[src/rtl/seq_delay_monitor.sv]
// Synthesizable checker for "a ##d b" with a run-time delay, overlapping attempts,
// saturating pass/fail counters and capture of the first failing attempt's start cycle.
module seq_delay_monitor #(
    parameter int unsigned MAX_DELAY = 8,
    parameter int unsigned CNT_W     = 16,
    parameter int unsigned TS_W      = 32,
    parameter int unsigned DW        = $clog2(MAX_DELAY + 1)
) (
    input  logic             clk,
    input  logic             rst,
    input  logic             en,
    input  logic             clr,
    input  logic [DW-1:0]    cfg_delay,
    input  logic             a,
    input  logic             b,
    output logic             pass_pulse,
    output logic             fail_pulse,
    output logic [CNT_W-1:0] pass_cnt,
    output logic [CNT_W-1:0] fail_cnt,
    output logic             first_fail_valid,
    output logic [TS_W-1:0]  first_fail_start,
    output logic [TS_W-1:0]  cycle_cnt,
    output logic             busy
);

    localparam logic [DW-1:0]    MAX_D   = DW'(MAX_DELAY);
    localparam logic [CNT_W-1:0] CNT_MAX = '1;

    logic [MAX_DELAY-1:0] r_pending;
    logic [DW-1:0]        r_delay_q;
    logic                 r_pass_pulse;
    logic                 r_fail_pulse;
    logic [CNT_W-1:0]     r_pass_cnt;
    logic [CNT_W-1:0]     r_fail_cnt;
    logic                 r_ff_valid;
    logic [TS_W-1:0]      r_ff_start;
    logic [TS_W-1:0]      r_cycle_cnt;

    logic                 w_busy;
    logic [DW-1:0]        w_cfg_clamp;
    logic [DW-1:0]        w_de;
    logic                 w_start;
    logic                 w_pend_sel;
    logic [MAX_DELAY-1:0] w_pend_keep;
    logic [MAX_DELAY-1:0] w_pend_next;
    logic                 w_chk;
    logic                 w_chk_pass;
    logic                 w_chk_fail;
    logic [TS_W-1:0]      w_start_ts;

    // Delay is frozen while any attempt is outstanding.
    assign w_busy      = |r_pending;
    assign w_cfg_clamp = (cfg_delay > MAX_D) ? MAX_D : cfg_delay;
    assign w_de        = w_busy ? r_delay_q : w_cfg_clamp;
    assign w_start     = en & a & (w_de != '0);

    // Select the attempt due this cycle and retire it so busy drops once all resolve.
    always_comb begin
        w_pend_sel  = 1'b0;
        w_pend_keep = r_pending;
        for (int unsigned k = 0; k < MAX_DELAY; k++) begin
            if (w_de == DW'(k + 1)) begin
                w_pend_sel     = r_pending[k];
                w_pend_keep[k] = 1'b0;
            end
        end
    end

    assign w_pend_next = MAX_DELAY'({w_pend_keep, w_start});
    assign w_chk       = en & ((w_de == '0) ? a : w_pend_sel);
    assign w_chk_pass  = w_chk & b;
    assign w_chk_fail  = w_chk & ~b;
    assign w_start_ts  = r_cycle_cnt - TS_W'(w_de);

    always_ff @(posedge clk) begin
        if (rst) begin
            r_pending    <= '0;
            r_delay_q    <= '0;
            r_pass_pulse <= 1'b0;
            r_fail_pulse <= 1'b0;
            r_pass_cnt   <= '0;
            r_fail_cnt   <= '0;
            r_ff_valid   <= 1'b0;
            r_ff_start   <= '0;
            r_cycle_cnt  <= '0;
        end else begin
            r_delay_q    <= w_de;
            r_pending    <= en ? w_pend_next : '0;
            r_pass_pulse <= w_chk_pass;
            r_fail_pulse <= w_chk_fail;
            if (en) begin
                r_cycle_cnt <= r_cycle_cnt + TS_W'(1);
            end
            // clr outranks a same-edge result; the pulse above still fires.
            if (clr) begin
                r_pass_cnt <= '0;
                r_fail_cnt <= '0;
                r_ff_valid <= 1'b0;
                r_ff_start <= '0;
            end else begin
                if (w_chk_pass && (r_pass_cnt != CNT_MAX)) begin
                    r_pass_cnt <= r_pass_cnt + CNT_W'(1);
                end
                if (w_chk_fail) begin
                    if (r_fail_cnt != CNT_MAX) begin
                        r_fail_cnt <= r_fail_cnt + CNT_W'(1);
                    end
                    if (!r_ff_valid) begin
                        r_ff_valid <= 1'b1;
                        r_ff_start <= w_start_ts;
                    end
                end
            end
        end
    end

    assign pass_pulse       = r_pass_pulse;
    assign fail_pulse       = r_fail_pulse;
    assign pass_cnt         = r_pass_cnt;
    assign fail_cnt         = r_fail_cnt;
    assign first_fail_valid = r_ff_valid;
    assign first_fail_start = r_ff_start;
    assign cycle_cnt        = r_cycle_cnt;
    assign busy             = w_busy;

endmodule

[config.mk]
export PLATFORM = sky130hd
export DESIGN_NAME = seq_delay_monitor
export DESIGN_NICKNAME = d
export VERILOG_FILES = /design/src/rtl/seq_delay_monitor.sv
export SDC_FILE = /design/constraint.sdc
export NUM_CORES = 1
export LEC_CHECK = 0
export CORE_MARGIN = 2
export CORE_UTILIZATION = 45
export CTS_CLUSTER_SIZE = 8
export DETAILED_ROUTE_END_ITERATION = 12
export PLACE_DENSITY = 0.78
export SLEW_MARGIN = 20
export SYNTH_ARGS = -nofsm -noshare
export SYNTH_HDL_FRONTEND = slang
export SYNTH_SLANG_ARGS = --single-unit
[constraint.sdc]
create_clock -name clk -period 4.1 [get_ports clk]
set_input_delay 0.41 -clock clk [delete_from_list [all_inputs] [get_ports clk]]
set_output_delay 0.41 -clock clk [all_outputs]
set_load 0.02 [all_outputs]
======== Word level (Yosys, flattened, before mapping) ========
Cells that the tools add are included.
W data, S select, Z words.
storage, ports and cells
  output and inout bits ................... 100
  logic and storage cells ................. 65
  flip-flop bits (word level) ............. 111
operators by class
  add/subtract/negate cells ............... 4
  reductions and logical operators ........ 15
  eq/ne operators ......................... 10
  magnitude comparators ................... 1
  multiplexer cells ....................... 11
  bitwise operators ....................... 8
operators by type and width
  cell                     number
  $add A16 B1 Y16 const B  2
  $add A32 B1 Y32 const B  1
  $ne A16 B16 Y1 const B   2
  $sub A32 B4 Y32          1
  $reduce_or A3 Y1         7
  $eq A4 B3 Y1 const B     4
  $mux W1                  9
  $eq A4 B2 Y1 const B     2
  $mux W4                  2
  $reduce_or A8 Y1         1
  $and A1 B1 Y1            5
  $eq A4 B1 Y1 const B     1
  $eq A4 B4 Y1 const B     1
  $gt A4 B4 Y1 const B     1
  $logic_not A4 Y1         1
  $reduce_and A2 Y1        2
  $reduce_bool A4 Y1       1
  $reduce_or A2 Y1         2
  $not A1 Y1               3
  $logic_and A1 B1 Y1      1

======== Depth between registers and ports, before layout ========
Gate-level depths: netlist of run 1.
  word-level depth ........................ 16
  gate-level depth with buffers ........... 15

======== Least setup slack after synthesis of run 1 ========
Ideal clock, no wire load.
  kind .................................... reg2reg
  start ................................... register r_pending[1]
  end ..................................... register r_ff_start[25] (netlist: first_fail_start[25])
  clock period less this slack ............ 4.129 ns
  path slack .............................. -0.029 ns
  arrival time ............................ 4.049 ns
  stages on the path, launching flop included .. 15
  buffers on the path ..................... 3
  path through ............................ dfxtp_1 > nor4_1 > nand2_1 > clkbuf_1 > a21oi_1 > ha_1 > a21o_2 > or4_1 > buf_2 > or3_1 > buf_6 > or4_4 > nor2_4 > xnor2_1 > a211oi_2
between the ends
  cells in the longest elaborated chain, start to end .. 15
  elaborated cells between the ends (all ways) .. 24
ends and longest elaborated chain
  item                         RTL line  text
  from (decl)                  29        logic [MAX_DELAY-1:0] r_pending;
  from (signal assigned)       88        r_pending <= en ? w_pend_next : '0;
  $reduce_or A8 Y1 (*)         52        assign w_busy = |r_pending;
  named net busy               23        output logic busy
  $mux W4 (*)                  54        assign w_de = w_busy ? r_delay_q : w_cfg_clamp;
  $eq A4 B1 Y1                 62        if (w_de == DW'(k + 1)) begin
  $mux W1 (8 in a row)         62
  $mux W1                      70        assign w_chk = en & ((w_de == '0) ? a : w_pend_sel);
  $and A1 B1 Y1                70
  $and A1 B1 Y1                72        assign w_chk_fail = w_chk & ~b;
  $reduce_and A2 Y1 (no line)  n/a
  to (signal assigned)         110       r_ff_start <= w_start_ts;
  to (decl)                    36        logic [TS_W-1:0] r_ff_start;
Mark *: on every way through the listed nets, which the timed path passes. The rest lies on a longest branch.
A chain may end at the register's enable or synchronous reset.

======== Final worst setup path of run 1 ========
  start ................................... register r_pending[4]
  end ..................................... register r_ff_start[25] (netlist: first_fail_start[25])
between the ends
  cells in the longest elaborated chain, start to end .. 15
  elaborated cells between the ends (all ways) .. 24
ends and longest elaborated chain
  item                         RTL line
  $reduce_or A8 Y1             52
  $mux W4                      54
  $eq A4 B1 Y1                 62
  $mux W1 (8 in a row)         62
  $mux W1                      70
  $and A1 B1 Y1                70
  $and A1 B1 Y1                72
  $reduce_and A2 Y1 (no line)  n/a
Several ways; a longest one is shown, not always the timed one.

==> results.md, run 1 <==
* Status: completed
* All-layer global routing usage at 22.4%
* Crit end category: flip-flop
* Design area at 0.00728 mm2
* Drt via density at 5.94
* Library cells used by synthesis at 62
* Die area at 0.0139 mm2
* # diodes at 0
* Die Span Y at 118 um
* Leakage at 2.52 nW
* Hold_buf cts at 0
* RSZ-0062 raised after global routing: no
* Setup Skew at 7.52 ps
* Syn Nets at 708
* Setup CP Type: reg -> reg
* Reg2Reg Capture Point: first_fail_start[25]
* Post-synthesis simple-gate area fraction at 25.3%
* Worst-margin pin slew at 986 ps
* Synth Area in Adders at 1.50%
* CTS root buf: clkbuf_16
* DR pass1 iterations at 5
* First-pass GRT wire length at 25800 um
* Num ports at 110
* Maximum vdd drop at 0.253 mV
* Worst reg2reg path depth at 11
* Most frequent cell after synthesis: dfxtp_1
* Layout Utilization at 57.7%
* Fin. Hold Viols at 0
* Final Cycle Share at 94.9%
* DR iter-0 viols at 451
* Synth Register Bits at 111
* Antenna Nets Post-Route at 0
* WL/cell at 16.5 um
* Initial Util at 46.2%
* NumNets Final at 787
* Worst-path maximum fanout at 8
* Top post-synthesis cells by area: dfxtp_1 38%, a21oi_1 5.9%, xnor2_1 5.1%
* Area fraction of the dominant cell type after synthesis at 38.1%
* GRT overflow at 0
* Avg Inst Size Synth at 8.43 um2
* PostCTS Resize Cnt at 0
* Worst-case clock buffer depth at 2
* Dominant synthesized flop cell: dfxtp_1
* Setup tns final at 0 ps
* Tmin final at 3890 ps
* Filler cells at 1189
* CP Launch Type: flip-flop
* Largest net degree at the start of global routing at 41
* Required @ worst endpoint at 4370 ps
* Layout area overhead at 25.0%
* Hold Slack at 464 ps
* Sequential fraction of the synthesis area at 38.1%
* Commonest cells in the netlist: 111 x dfxtp_1, 69 x a21oi_1, 53 x nor2_1, 36 x nand2_1, 34 x xnor2_1
* Syn Inst Count at 691
* Area of the mapped netlist at 0.00583 mm2
* Remaining DRCs at 0
* CTS tree: built
* Number of synthesized flops with an enable pin at 0
* Largest family of logic cells by synthesized area: simple AND/OR/NAND/NOR gates
* Reg clk slew, reported paths at 70 ps
* H-tree levels at 3
* Post-CTS Setup Bufs at 0
* WL final at 15700 um
* Vias at 5621
* PortBufs at 109
* Worst-skew pair later-pin latency at 350 ps
* Reg2reg setup slack at 210 ps
* Post-DP Area at 0.00695 mm2
* Max Slew Vio Count at 0
* Core area at 0.0126 mm2
* Synthesis Warnings at 0
* Final setup viols at 0
* Pwr Density at 326 mW/mm2
* Row count at 41
* Largest area contributor in the netlist: dfxtp_1
* Worst EP arrival at 4160 ps
* MaxCap Viol Count at 0
* Die width at 118 um
* R2R Path Start: r_pending[4]
* HP Start: first_fail_start[3]
* Mux cell area share after synthesis at 0.880%
* WHS Endpoint: first_fail_start[3]
* Tightest Hold Check Type: reg -> reg
* Fraction of layout cells with a size suffix above 1 at 7.48%
* XOR/XNOR Fraction of Synth Area at 8.42%
* Async set or reset register ratio after synthesis at 0%
* Post-synthesis compound-gate area fraction at 19.8%
* GPL Wtd Cong at 0.861
* Final setup margin at 211 ps
* DP HPWL at 11200 um
* Vias in the first global route at 5205
* Num CTS Buffers at 9
* Clock Sink Count at 111
* WHS Path Cells at 2
* Max Clk Rate at 257 MHz
* Initial antenna violation count at 0
* Post-Place Worst Slack at 182 ps
* Worst slew margin at 34.2%
worst max-delay path, cell delays in order, from the launching register on:
cell      delay (ps)
dfxtp_1          370
or4_4            590
nor3_1           250
a21oi_1          100
ha_1             300
a21o_2           270
or4_1            540
or3_1            460
or4_4            520
nor2_4           100
xnor2_1           80
a211oi_2         210
metal layers:
layer | GRT usage, % | wire length (um)
met5 | 0 | 0
met1 | 29.5 | 6970
met3 | 4.99 | 927
met4 | 8.73 | 401
met2 | 35.8 | 7370
power by group:
part           internal (W)  switching [W]  total (W)
Combinational      0.000145       0.000201   0.000345
Sequential          0.00110      0.0000210    0.00112
Clock              0.000525       0.000390   0.000915
final cells by class:
cell class	count	area, um2	share of cell area, %
inverters	12	45.0	0.618
clock buffers	14	274	3.76
well taps	172	215	2.95
clock inverters	2	37.5	0.515
flip-flops and latches	111	2220	30.5
multi-input cells	512	3290	45.1
repair buffers	124	1200	16.5
sequential cells by signal, indices dropped and copies added (netlist names), 4 cells and up:
register          flops
first_fail_start     32
pass_cnt             16
fail_cnt             16
cycle_cnt            32
r_pending             8
r_delay_q             4
through the flow:
step	total power [W]	instances
finish	0.00238	947
detailed placement	0.00148	931
CTS	0.00239	947
floorplan	0.00139	691
global route	0.00248	947
global placement	0.00148	931
worst max path at each step:
stage	startpoint	end	slack [ps]	cells past startpoint
6_report	r_pending[4]	first_fail_start[25]	210	11
3_3_place_gp	r_pending[4]	first_fail_start[25]	250	11
5_1_grt	r_pending[4]	first_fail_start[26]	4	11
2_1_floorplan	r_pending[1]	first_fail_start[25]	140	14
3_5_place_dp	r_pending[4]	first_fail_start[25]	180	11
4_1_cts	r_pending[4]	first_fail_start[25]	150	11
cells in the final DEF, fill, tap and decap left out, types with 3 or more instances in the layout:
cell type and instances:
and2_1 8, nor4_2 5, nor3_1 16, o21ai_0 31, clkbuf_16 9, xnor2_1 34, o211a_1 9, or4_4 4
o31ai_1 8, nand2_1 36, a31oi_1 5, dfxtp_1 111, and4_1 4, nor2_1 52, clkdlybuf4s50_1 109, and3_1 13
ha_1 7, inv_1 12, nand4_1 18, o21a_1 3, nor2b_1 5, clkbuf_8 3, mux2i_1 4, a211oi_1 28
or2_2 4, or3_1 30, buf_4 15, or4_1 12, xor2_1 22, nand3_1 30, o211ai_1 3, nor4_1 13
a21oi_1 69
cell families after synthesis:
group                    count (synthesis)
AO/OA/AOI/OAI                          178
AND/OR/NAND/NOR                        266
buffers and inverters                   68
XOR/XNOR                                56
flip-flops                             111
adder cells (fa/ha/maj)                  7
multiplexers                             5
Note: power is estimated with default switching activity, not from simulation.
==> run 2: changes to the inputs <==
--- a/config.mk
+++ b/config.mk
@@ -9,6 +9,7 @@
 export CORE_UTILIZATION = 45
 export CTS_CLUSTER_SIZE = 8
 export DETAILED_ROUTE_END_ITERATION = 12
+export GPL_ROUTABILITY_DRIVEN = 1
 export PLACE_DENSITY = 0.78
 export SLEW_MARGIN = 20
 export SYNTH_ARGS = -nofsm -noshare
==> results of run 2 <==
No change in the layout: final DEF, timing and power equal those of run 1.
